--- config.mk ---
export PLATFORM = sky130hd
export DESIGN_NAME = lsu_rmw_seq
export DESIGN_NICKNAME = d
export VERILOG_FILES = /design/src/rtl/lsu_rmw_seq.sv
export SDC_FILE = /design/constraint.sdc
export NUM_CORES = 1
export LEC_CHECK = 0
export CELL_PAD_IN_SITES_DETAIL_PLACEMENT = 2
export CELL_PAD_IN_SITES_GLOBAL_PLACEMENT = 2
export CORE_AREA = 2 2 158 160
export DETAILED_ROUTE_END_ITERATION = 16
export DIE_AREA = 0 0 160 162
export PLACE_DENSITY_LB_ADDON = 0.1
export SLEW_MARGIN = 20
export SYNTH_ARGS = -nofsm -noshare
export SYNTH_HDL_FRONTEND = slang
export SYNTH_SLANG_ARGS = --single-unit
--- constraint.sdc ---
create_clock -name s_clk_i -period 7.2 [get_ports s_clk_i]
set_clock_uncertainty 0.15 [all_clocks]
set_input_delay 1.44 -clock s_clk_i [delete_from_list [all_inputs] [get_ports s_clk_i]]
set_output_delay 1.44 -clock s_clk_i [all_outputs]
set_load 0.01 [all_outputs]
--- src/rtl/lsu_rmw_seq.sv ---
// Read-modify-write sequencer between the LSU and a word-only, checksum-protected data memory.
// Sub-word stores become a read phase, a byte merge and a write phase; everything else is one phase.
module lsu_rmw_seq #(
  parameter int unsigned TIMEOUT = 255
) (
  input  logic        s_clk_i,
  input  logic        s_resetn_i,
  input  logic        s_req_val_i,
  output logic        s_req_rdy_o,
  input  logic        s_req_we_i,
  input  logic [3:0]  s_req_be_i,
  input  logic [31:0] s_req_add_i,
  input  logic [31:0] s_req_wdata_i,
  output logic        s_rsp_val_o,
  output logic [31:0] s_rsp_rdata_o,
  output logic        s_rsp_err_o,
  output logic        m_req_o,
  input  logic        m_gnt_i,
  output logic        m_we_o,
  output logic [31:0] m_add_o,
  output logic [31:0] m_wdata_o,
  input  logic        m_rvalid_i,
  input  logic [31:0] m_rdata_i,
  input  logic        m_err_i,
  output logic [1:0]  s_state_o
);

  typedef enum logic [1:0] {
    LSU_RMW_IDLE  = 2'b00,
    LSU_RMW_READ  = 2'b01,
    LSU_RMW_WRITE = 2'b10
  } lsu_rmw_state_e;

  typedef enum logic [1:0] {
    PH_REQ   = 2'b00,
    PH_RSP   = 2'b01,
    PH_MERGE = 2'b10
  } phase_e;

  localparam logic [7:0] CNT_LAST = 8'(TIMEOUT - 1);

  lsu_rmw_state_e state_q, state_d;
  phase_e         phase_q, phase_d;
  logic [7:0]     cnt_q, cnt_d;
  logic           we_q, we_d;
  logic [3:0]     be_q, be_d;
  logic [29:0]    add_q, add_d;
  logic [31:0]    wdata_q, wdata_d;
  logic           m_req_q, m_req_d;
  logic           m_we_q, m_we_d;
  logic [31:0]    m_wdata_q, m_wdata_d;
  logic           rsp_val_q, rsp_val_d;
  logic           rsp_err_q, rsp_err_d;
  logic [31:0]    rsp_rdata_q, rsp_rdata_d;
  logic           accept;
  logic           rsp_hit;
  logic [31:0]    merged;

  assign s_req_rdy_o = (state_q == LSU_RMW_IDLE) && s_resetn_i;
  assign accept      = s_req_val_i && s_req_rdy_o;
  // A grant and response in the same request cycle completes the phase at once.
  assign rsp_hit     = m_rvalid_i && ((phase_q == PH_RSP) || ((phase_q == PH_REQ) && m_gnt_i));

  always_comb begin
    merged = m_rdata_i;
    for (int unsigned i = 0; i < 4; i++) begin
      if (be_q[i]) merged[8*i +: 8] = wdata_q[8*i +: 8];
    end
  end

  always_comb begin
    state_d     = state_q;
    phase_d     = phase_q;
    cnt_d       = cnt_q;
    we_d        = we_q;
    be_d        = be_q;
    add_d       = add_q;
    wdata_d     = wdata_q;
    m_req_d     = m_req_q;
    m_we_d      = m_we_q;
    m_wdata_d   = m_wdata_q;
    rsp_val_d   = 1'b0;
    rsp_err_d   = 1'b0;
    rsp_rdata_d = rsp_rdata_q;
    case (state_q)
      LSU_RMW_IDLE: begin
        if (accept) begin
          we_d    = s_req_we_i;
          be_d    = s_req_be_i;
          add_d   = s_req_add_i[31:2];
          wdata_d = s_req_wdata_i;
          phase_d = PH_REQ;
          cnt_d   = '0;
          if (s_req_we_i && (s_req_be_i == '0)) begin
            rsp_val_d   = 1'b1;
            rsp_rdata_d = '0;
          end else if (s_req_we_i && (s_req_be_i == '1)) begin
            state_d   = LSU_RMW_WRITE;
            m_req_d   = 1'b1;
            m_we_d    = 1'b1;
            m_wdata_d = s_req_wdata_i;
          end else begin
            state_d = LSU_RMW_READ;
            m_req_d = 1'b1;
            m_we_d  = 1'b0;
          end
        end
      end
      LSU_RMW_READ, LSU_RMW_WRITE: begin
        if (phase_q == PH_MERGE) begin
          // Merged word was registered on the read response; issue the write now.
          m_req_d = 1'b1;
          m_we_d  = 1'b1;
          phase_d = PH_REQ;
          cnt_d   = '0;
        end else if (rsp_hit) begin
          m_req_d = 1'b0;
          cnt_d   = '0;
          if (state_q == LSU_RMW_WRITE) begin
            state_d     = LSU_RMW_IDLE;
            m_we_d      = 1'b0;
            rsp_val_d   = 1'b1;
            rsp_err_d   = m_err_i;
            rsp_rdata_d = '0;
          end else if (m_err_i) begin
            state_d   = LSU_RMW_IDLE;
            rsp_val_d = 1'b1;
            rsp_err_d = 1'b1;
            if (we_q) rsp_rdata_d = '0;
          end else if (!we_q) begin
            state_d     = LSU_RMW_IDLE;
            rsp_val_d   = 1'b1;
            rsp_rdata_d = m_rdata_i;
          end else begin
            state_d   = LSU_RMW_WRITE;
            phase_d   = PH_MERGE;
            m_wdata_d = merged;
          end
        end else if ((phase_q == PH_REQ) && m_gnt_i) begin
          m_req_d = 1'b0;
          phase_d = PH_RSP;
          cnt_d   = '0;
        end else if (cnt_q == CNT_LAST) begin
          state_d   = LSU_RMW_IDLE;
          m_req_d   = 1'b0;
          m_we_d    = 1'b0;
          rsp_val_d = 1'b1;
          rsp_err_d = 1'b1;
          if (we_q) rsp_rdata_d = '0;
        end else begin
          cnt_d = cnt_q + 8'd1;
        end
      end
      default: begin
        state_d   = LSU_RMW_IDLE;
        m_req_d   = 1'b0;
        m_we_d    = 1'b0;
        rsp_val_d = 1'b1;
        rsp_err_d = 1'b1;
      end
    endcase
  end

  always_ff @(posedge s_clk_i or negedge s_resetn_i) begin
    if (!s_resetn_i) begin
      state_q     <= LSU_RMW_IDLE;
      phase_q     <= PH_REQ;
      cnt_q       <= '0;
      we_q        <= 1'b0;
      be_q        <= '0;
      add_q       <= '0;
      wdata_q     <= '0;
      m_req_q     <= 1'b0;
      m_we_q      <= 1'b0;
      m_wdata_q   <= '0;
      rsp_val_q   <= 1'b0;
      rsp_err_q   <= 1'b0;
      rsp_rdata_q <= '0;
    end else begin
      state_q     <= state_d;
      phase_q     <= phase_d;
      cnt_q       <= cnt_d;
      we_q        <= we_d;
      be_q        <= be_d;
      add_q       <= add_d;
      wdata_q     <= wdata_d;
      m_req_q     <= m_req_d;
      m_we_q      <= m_we_d;
      m_wdata_q   <= m_wdata_d;
      rsp_val_q   <= rsp_val_d;
      rsp_err_q   <= rsp_err_d;
      rsp_rdata_q <= rsp_rdata_d;
    end
  end

  assign s_rsp_val_o   = rsp_val_q;
  assign s_rsp_err_o   = rsp_err_q;
  assign s_rsp_rdata_o = rsp_rdata_q;
  assign m_req_o       = m_req_q;
  assign m_we_o        = m_we_q;
  assign m_add_o       = {add_q, 2'b00};
  assign m_wdata_o     = m_wdata_q;
  assign s_state_o     = state_q;

endmodule

Yosys cells after proc, flatten, opt, wreduce, memory -nomap -nowiden:

Cells that the tools add are included.

* bits of input ports: 107
* RAM bits: 0
* memories: 0
* bits in registers: 147
* output and inout port bits: 103
* bits in read-only memories: 0
* logic and storage cells: 140
* latch bits: 0

* multiply operators: 0
* add/sub/neg operators: 1
* order comparisons: 0
* shift operators: 0
* muxes and demuxes: 79
* bitwise logic cells: 0
* div/mod/pow operators: 0
* equality and inequality tests: 27
* reduce and logical (&&, ||, !) cells: 20

Operator list (number)
* $mux W32: 18
* $pmux W32 S2: 2
* $mux W8: 9
* $mux W2: 17
* $ne A4 B4 Y1 const B: 7
* $mux W1: 26
* $pmux W8 S2: 1
* $ne A5 B5 Y1 const B: 3
* $ne A2 B2 Y1 const B: 7
* $reduce_and A5 Y1: 2
* $reduce_and A9 Y1: 1
* $add A8 B1 Y8 const B: 1
* $eq A8 B8 Y1 const B: 1
* $pmux W1 S2: 4
* $pmux W2 S2: 2
* $reduce_and A7 Y1: 1
* $logic_and A1 B1 Y1: 6
* $ne A3 B3 Y1 const B: 2
* $reduce_and A3 Y1: 2
* $reduce_and A6 Y1: 1
* $eq A2 B1 Y1 const B: 2
* $eq A2 B2 Y1 const B: 2
* $eq A4 B4 Y1 const B: 1
* $logic_not A2 Y1: 2
* other kinds (6): 7

Longest topological paths before layout:

* word-level depth: 7
* depth in mapped cells: 9
* gate-level depth less buffers: 7

Least setup slack after synthesis:

Ideal clock, no wire load.

* kind: in2out
* start point: input s_resetn_i
* end point: output s_req_rdy_o
* required time: 5.610 ns
* cell stages on the path: 1
* buffers on the path: 0
* path slack: 4.005 ns
* arrival: 1.605 ns
* cell sequence: and2_1

* cells in the longest elaborated chain, start to end: 1

Ends and longest elaborated chain
* start: declaration: line 7 `input logic s_resetn_i,`
* $logic_and A1 B1 Y1: line 59 `assign s_req_rdy_o = (state_q == LSU_RMW_IDLE) && s_resetn_i;`
* end: declaration: line 9 `output logic s_req_rdy_o,`

No other way between the ends.

Worst setup path in the final report:

Same ends and word-level chain as after synthesis.

==> results.md <==
- Synthesized area per cell: about 9 um2
- Synth-to-layout area growth: 40.9%
- Worst slew margin relative to its limit: 0.292
- Most frequently used flop master after synthesis: sky130_fd_sc_hd__dfrtp_1
- Instance count of the mapped netlist: 797
- Worst r2r src: s_state_o[0]$_DFFE_PN0P_
- Number of rows created at floorplan: 57
- EDFF count, synth: 0
- Net count reported at finish: 1,093
- Core region area: 24,100 um2
- Pin count of the biggest net entering global routing: 88
- Number of vias per cell: just under 5
- Count of buffers from port buffering: 205
- Class of the most critical hold timing path: flip-flop to flip-flop
- Cts repair resizes: 0
- Worst Max-Slew Pin Slew: 1060 ps
- Netlist area before placement: 7140 um2
- Share of the cycle needed by the critical path after routing: 0.620
- Count of nets left with antenna violations after detail routing: 0
- Detailed router's first-iteration violation count: approximately 210
- Commonest non-fill, non-tap cells in the layout: sky130_fd_sc_hd__nand2_1, sky130_fd_sc_hd__clkdlybuf4s50_1, sky130_fd_sc_hd__dfrtp_1
- Worst reg2reg setup slack: 3580 ps
- Unrepaired setup endpoints after global routing: false
- Number of failing hold endpoints at the final stage: 0
- Ys async rst share: 1.00
- Worst-path clk slew: 70 ps
- Final setup vio count: 0
- Number of cells on the worst hold path: 2
- Critical Path RT: about 5600 ps
- Reg2Reg Capture Point: m_wdata_o[22]$_DFFE_PN0P_
- Slowest stage delay, CP: between 600 and 700 ps
- Most common library cell in the layout ignoring fill and taps: sky130_fd_sc_hd__nand2_1
- Setup tns final: 0 ps
- WP data arrival: 2880 ps
- Global-route wire length before repair: 41.4 mm
- Number of antenna violations at the first check in global routing: 0
- Die area: 25,900 um2
- Leak pwr: 4.50 nW
- Post-detailed-placement half-perimeter wirelength: roughly 17 mm
- Outcome: complete, no violations
- Slew Limit Fails: 0
- Clock Latency Late Sink: 420 ps
- Sequence of cells on the critical path: buf_6 > and2_1 > clkdlybuf4s50_1
- Total global-route track usage: 0.205
- CP startpoint: s_resetn_i
- Hold bufs inserted after CTS: 0
- CP max-delay cell: sky130_fd_sc_hd__buf_6
- Clock tree from TritonCTS: yes
- Synthesis-stage register bit count: between 100 and 150
- Maximum clock frequency: about 220 MHz
- Sort of element at the start of the critical path: input port
- Post-layout total power: 4.57 mW
- Via total after detailed routing: about 6,400
- Number of placed I/O pins: 210
- Root buf cell: sky130_fd_sc_hd__clkbuf_16
- Yosys warns: 0
- Final Wtd Congestion: roughly 0.76
- Pwr dens: 454 nW/um2
- Count of H-tree levels built during CTS: 4
- Worst setup path category: input port to output port
- Worst Setup End Kind: output port
- Initial standard-cell utilization of the core: 0.296
- Via count of the first global-routing pass: 7,098
- Count of unique library cells instantiated by Yosys: 45
- Wire length per cell: 19.6 um
- Total grt overflow: 0
- Number of max-cap violations: 0
- Share of cells above drive strength 1: 0.0857
- Proportion of synthesized chip area in sequential cells: 0.515
- Clock Sinks: 147
- Cts bufs inserted: 17
- Drt pass-1 iters: 4
- R2R cell count: 8
- Max IR drop VDD: between 0.15 and 0.2 mV
- DRC Markers: 0
- Critical path endpoint: s_req_rdy_o
- Detailed Route WL: 25.8 mm
- Clk buf depth: 2
- Floorplan die width: between 150 and 200 um
- Number of antenna repair diodes: 0
- Critical path fanouts, max: 87
- Min Clock Period, post-route: 4470 ps
- Number of buffers inserted to repair setup after CTS: 0
- Die extent in y: 162 um
==> worst max-delay path, delay by kind of cell <==
kind	cells	cell delay (ps)
buffers and inverters	2	1140
and+or+nand+nor	1	230
==> synth_stat cells, drive strengths merged, types with 2 or more instances <==
cell type | n | area, um2
nor2 | 44 | 165
ha | 6 | 75.1
clkbuf | 42 | 158
nor4b | 2 | 32.5
a21o | 3 | 22.5
mux2 | 38 | 428
buf | 10 | 72.6
and2 | 2 | 12.5
or3 | 2 | 12.5
dfrtp | 147 | 3680
nand3b | 32 | 240
o31a | 2 | 17.5
nand2 | 273 | 1020
o21ai | 40 | 200
a31oi | 3 | 18.8
and4 | 2 | 17.5
inv | 7 | 26.3
nand2b | 4 | 25.0
nand3 | 7 | 35.0
mux2i | 34 | 340
nor3 | 4 | 20.0
nand4 | 4 | 25.0
a21oi | 74 | 370
==> through the flow <==
step | util | hold WS [ps] | instances | setup WS (ps) | cell area (um2)
floorplan | - | 295 | 798 | 4010 | 7140
global placement | 0.393 | 307 | 1285 | 2690 | 9470
detailed placement | 0.393 | 312 | 1285 | 2680 | 9470
CTS | 0.417 | 330 | 1316 | 2680 | 10100
global route | 0.417 | 352 | 1316 | 2580 | 10100
finish | 0.417 | 326 | 1316 | 2730 | 10100
==> report_power, final <==
| group | internal (mW) | total, mW | switching, mW |
|---|---|---|---|
| combinational | 1.02 | 2.15 | 1.13 |
| sequential | 1.21 | 1.50 | 0.294 |
| clock | 0.524 | 0.912 | 0.388 |
==> worst min-delay path by stage <==
stage	endpoint	from	slack (ps)
final	add_q[13]$_DFFE_PN0P_	add_q[13]$_DFFE_PN0P_	330
after global routing	wdata_q[24]$_DFFE_PN0P_	wdata_q[24]$_DFFE_PN0P_	350
after CTS	add_q[13]$_DFFE_PN0P_	add_q[13]$_DFFE_PN0P_	330
after detailed placement	add_q[13]$_DFFE_PN0P_	add_q[13]$_DFFE_PN0P_	310
after global placement	wdata_q[22]$_DFFE_PN0P_	wdata_q[22]$_DFFE_PN0P_	310
after floorplan	wdata_q[0]$_DFFE_PN0P_	wdata_q[0]$_DFFE_PN0P_	300
==> final cells by class <==
type / count / area [um2]
clock inverters: 13 / 150
flip-flops and latches: 147 / 3680
well taps: 324 / 405
fillers: 2717 / 14000
multi-input cells: 592 / 3230
repair buffers: 215 / 2130
clock buffers: 18 / 439
inverters: 7 / 26.3
==> flip-flops by register name, summed over array words and instances (netlist names) <==
| register | flops |
|---|---|
| m_wdata_o | 32 |
| m_req_o | 1 |
| add_q | 30 |
| phase_q | 2 |
| we_q | 1 |
| s_rsp_rdata_o | 32 |
| m_we_o | 1 |
| cnt_q | 8 |
| s_rsp_err_o | 1 |
| wdata_q | 32 |
| s_state_o | 2 |
| s_rsp_val_o | 1 |
| be_q | 4 |
==> routing by layer <==
layer  vias up  GRT usage  routed length (um)  share of wire
met1      3249      0.259               11600           0.45
met4         0     0.0586                 339          0.013
met2       135      0.349               12500           0.48
li1       3029          -                   -              -
met5         -          0                   0              0
met3        24     0.0523                1310          0.051
==> logic make-up after synthesis <==
| logic type | after synthesis | share of synthesized area |
|---|---|---|
| compound gates | 132 | 0.101 |
| mux | 72 | 0.108 |
| other cells | 1 | 0.000525 |
| fa+ha+maj | 6 | 0.0105 |
| simple gates | 380 | 0.229 |
| flops | 147 | 0.515 |
| buf+inv | 59 | 0.0359 |
Note: power is estimated with default switching activity, not from simulation.
==> RTL edit 1, RTL diff (same flow settings) <==
Remove the register `rsp_err_q`: a continuous assignment takes its place, so the output `s_rsp_err_o` follows one clock earlier.
--- a/src/rtl/lsu_rmw_seq.sv
+++ b/src/rtl/lsu_rmw_seq.sv
@@ -175,5 +175,4 @@
       m_wdata_q   <= '0;
       rsp_val_q   <= 1'b0;
-      rsp_err_q   <= 1'b0;
       rsp_rdata_q <= '0;
     end else begin
@@ -189,8 +188,9 @@
       m_wdata_q   <= m_wdata_d;
       rsp_val_q   <= rsp_val_d;
-      rsp_err_q   <= rsp_err_d;
       rsp_rdata_q <= rsp_rdata_d;
     end
   end
+
+  assign rsp_err_q = rsp_err_d;
 
   assign s_rsp_val_o   = rsp_val_q;
Check against the original RTL: not equivalent (Yosys sat finds a counterexample within 4 cycles, from zero or initial values and one cycle with s_resetn_i low).
==> RTL edit 1 against the unedited design <==
- total power fell by 0.48%
- global-route usage fell by 0.14 points
- cell area down 0.13%
- worst setup slack worse by 0.36 ns
- first-iteration DRC count decreased by 6.1%
- critical path depth grew 3
- count of clock-buffer cells in the layout increased by 1
- routed wire length down 2.2%
- clock power decreased by 0.4%
- critical path type unchanged
- sequential cell count down 1
- die area is the same
- non-clock buffer count is 1 higher
- area after synthesis is 0.35% lower
==> RTL edit 1: results (changes against the unedited design) <==
{| class="wikitable"
! Metric !! Value
|-
| Critical Path Source || m_gnt_i (was s_resetn_i)
|-
| Fin util || 41.69% (was 41.74%)
|-
| Via count of the first global-routing pass || 7,165 (was 7,098)
|-
| Pin count of the biggest net entering global routing || 70 (was 88)
|-
| GR Util met1 || 27.02% (was 25.92%)
|-
| Via count || 6,443 (was 6,437)
|-
| Status || complete, no violations (unchanged)
|-
| GRT Util Overall || 20.37% (was 20.51%)
|-
| Sequential-to-total area share from yosys stat || 51.35% (was 51.52%)
|-
| Wire length on met1 || 11.57 mm (was 11.64 mm)
|-
| Inserted Diodes || 1 (was 0)
|-
| Number of antenna violations at the first check in global routing || 1 (was 0)
|-
| Non-clock buffer instance count of the final layout || 216 (was 215)
|-
| Weighted congestion at the end of routability-driven global placement || 0.7353 (was 0.7634)
|-
| Worst setup endpoint || s_rsp_err_o (was s_req_rdy_o)
|-
| Clk sink count || 146 (was 147)
|-
| Achievable frequency || 207.2 MHz (was 223.9 MHz)
|-
| GR Util met3 || 5.975% (was 5.235%)
|-
| Static power due to leakage || 0.004497 µW (was 0.004496 µW)
|-
| Fraction of area in clock buffers and inverters || 5.889% (was 5.857%)
|-
| Met3 routed wirelength || 1.414 mm (was 1.308 mm)
|-
| Worst voltage drop across the vdd grid || 178.5 µV (was 176.3 µV)
|-
| DR iter-0 viols || 201 (was 214)
|-
| FF-to-FF setup slack || 3.55 ns (was 3.58 ns)
|-
| List of most frequent post-synthesis cells || sky130_fd_sc_hd__nand2_1 (273), sky130_fd_sc_hd__dfrtp_1 (146), sky130_fd_sc_hd__a21oi_1 (74), sky130_fd_sc_hd__nor2_1 (44), sky130_fd_sc_hd__clkbuf_1 (42) (was sky130_fd_sc_hd__nand2_1 (273), sky130_fd_sc_hd__dfrtp_1 (147), sky130_fd_sc_hd__a21oi_1 (74), sky130_fd_sc_hd__nor2_1 (44), sky130_fd_sc_hd__clkbuf_1 (42))
|}
[RTL edit 1: changes by cell type after synthesis, sizes merged]
cell,delta
dfrtp,-1
[RTL edit 1: worst max-delay path: stages]
cell and delay, ns:
sky130_fd_sc_hd__clkdlybuf4s50_1 0.43, sky130_fd_sc_hd__nor2_1 0.37, sky130_fd_sc_hd__a2bb2oi_2 0.22, sky130_fd_sc_hd__nor2_1 0.08, sky130_fd_sc_hd__a21o_1 0.19, sky130_fd_sc_hd__clkdlybuf4s50_1 0.50
[RTL edit 1: through the flow]
| stage | std cells | hold slack, ns |
|---|---|---|
| floorplan | 797 | 0.2954 |
| global placement | 1285 | 0.3064 |
| detailed placement | 1285 | 0.3148 |
| CTS | 1317 | 0.3319 |
| global route | 1317 | 0.3504 |
| finish | 1318 | 0.3265 |
[RTL edit 1: logic make-up after synthesis]
family,count (synthesis),share of synthesized area [%]
simple gates,380,23.02
flops,146,51.35
compound gates,132,10.13
mux,72,10.80
buf+inv,59,3.604
fa+ha+maj,6,1.055
other cells,1,0.05270
==> RTL edit 2, RTL diff (same flow settings) <==
Without the edit above. Change the parameter `TIMEOUT` from 255 to 191.
--- a/src/rtl/lsu_rmw_seq.sv
+++ b/src/rtl/lsu_rmw_seq.sv
@@ -2,5 +2,5 @@
 // Sub-word stores become a read phase, a byte merge and a write phase; everything else is one phase.
 module lsu_rmw_seq #(
-  parameter int unsigned TIMEOUT = 255
+  parameter int unsigned TIMEOUT = 191
 ) (
   input  logic        s_clk_i,
Function: not settled (the Yosys comparison gave no result); the edit may change what the design does.
==> RTL edit 2 against the unedited design <==
- critical path depth did not move
- cell area rose by 1.5%
- die area did not move
- final cell count fell by 2.0%
- area after synthesis rose by 0.91%
- routed wire length rose by 2.0%
- sequential cell count did not move
- worst setup slack improved by 0.31 ns
- first-iteration DRC count fell by 7.5%
- total power rose by 2.8%
- largest cell class unchanged
- largest power group unchanged
==> RTL edit 2: results (changes against the unedited design) <==
{| class="wikitable"
! Metric !! Value
|-
| Status || complete, no violations (unchanged)
|-
| Synthesized instance count || 765 (was 797)
|-
| Cell area after placement || 9550 µm² (was 9473 µm²)
|-
| Synth top area cells || sky130_fd_sc_hd__dfrtp_1 (51%), sky130_fd_sc_hd__nand2_1 (13%), sky130_fd_sc_hd__mux2_2 (10%), sky130_fd_sc_hd__a21oi_1 (5.3%), sky130_fd_sc_hd__mux2i_1 (4.4%) (was sky130_fd_sc_hd__dfrtp_1 (52%), sky130_fd_sc_hd__nand2_1 (14%), sky130_fd_sc_hd__mux2_2 (5.8%), sky130_fd_sc_hd__a21oi_1 (5.2%), sky130_fd_sc_hd__mux2i_1 (4.8%))
|-
| Weighted congestion at the end of routability-driven global placement || 0.7579 (was 0.7634)
|-
| Reg-to-Reg End || m_wdata_o[30] (was m_wdata_o[22])
|-
| Max layer used || met5 (was met4)
|-
| Critical path arrival || 2.56 ns (was 2.88 ns)
|-
| Final net count || 1,066 (was 1,093)
|-
| Multiplexer fraction of the synthesized cell area || 15.38% (was 10.76%)
|-
| Post-layout min period || 4.152 ns (was 4.466 ns)
|-
| Met3 routed wirelength || 1.171 mm (was 1.308 mm)
|-
| FF-to-FF setup slack || 3.75 ns (was 3.58 ns)
|-
| Via count || 6,375 (was 6,437)
|-
| Wire length per cell || 20.37 µm (was 19.59 µm)
|-
| Fraction of the mapped netlist area in compound gates || 7.727% (was 10.09%)
|-
| Wire length on met1 || 10.70 mm (was 11.64 mm)
|-
| Pre-CTS setup slack || 2.655 ns (was 2.682 ns)
|-
| Int Power || 2930 µW (was 2756 µW)
|-
| Remaining max-slew budget at the tightest pin || 27.54% (was 29.19%)
|-
| GRT Util Overall || 20.93% (was 20.51%)
|-
| DR iter-0 viols || 198 (was 214)
|-
| Number of cells traversed by the worst register-to-register path || 9 (was 8)
|-
| Static power due to leakage || 0.004561 µW (was 0.004496 µW)
|-
| Fraction of final layout cells with drive strength greater than 1 || 11.81% (was 8.569%)
|-
| Sequential-to-total area share from yosys stat || 51.05% (was 51.52%)
|-
| Detail Placement HPWL || 18.24 mm (was 16.87 mm)
|-
| Via density || 4.942 (was 4.891)
|}
-- RTL edit 2: final cells by class --
type                       instances  area [µm²]  area share, %
clock buffer                      20       456.7          4.474
timing repair buffer             217        2143          21.00
sequential                       147        3679          36.03
inverter                           8       30.03         0.2942
multi-input combinational        562        3293          32.26
clock inverter                    11       198.9          1.949
antenna                            1       2.502        0.02451
tap                              324       405.4          3.971
-- RTL edit 2: worst max-delay path, delay by kind of cell --
family                 cells  cell delay [ns]
AND/OR/NAND/NOR            1             0.23
buffers and inverters      2             0.88
-- RTL edit 2: worst min path at each step --
stage | end | start
2_1_floorplan | wdata_q[0] | wdata_q[0]
3_3_place_gp | wdata_q[1] | wdata_q[1]
3_5_place_dp | wdata_q[15] | wdata_q[15]
4_1_cts | wdata_q[15] | wdata_q[15]
5_1_grt | wdata_q[17] | wdata_q[17]
6_report | wdata_q[15] | wdata_q[15]
-- RTL edit 2: logic make-up (layout without fill, tap and decap cells) --
logic type,Yosys count,after routing
simple gates,352,352
flops,147,147
buf+inv,57,256
fa+ha+maj,6,6
compound gates,100,100
mux,102,102
other cells,1,3
-- RTL edit 2: metrics by stage --
step / util (%) / power [µW]
CTS: 42.34 / 4776
global route: 42.35 / 5016
detailed placement: 39.62 / 3728
floorplan: - / 2649
global placement: 39.62 / 3592
finish: 42.35 / 4696
-- RTL edit 2: power groups by stage --
stage               combinational, µW  sequential, µW  clock [µW]
floorplan                        1100            1550           0
global placement                 2080            1510           0
detailed placement               2180            1550           0
CTS                              2200            1540        1040
global route                     2350            1590        1070
finish                           2150            1540        1010
-- RTL edit 2: routing by layer --
| metal | up-vias | track usage, % |
|---|---|---|
| met3 | 36 | 4.954 |
| met4 | 2 | 6.675 |
| met2 | 133 | 37.62 |
| met5 | - | 0 |
| met1 | 3280 | 24.76 |
| li1 | 2924 | - |
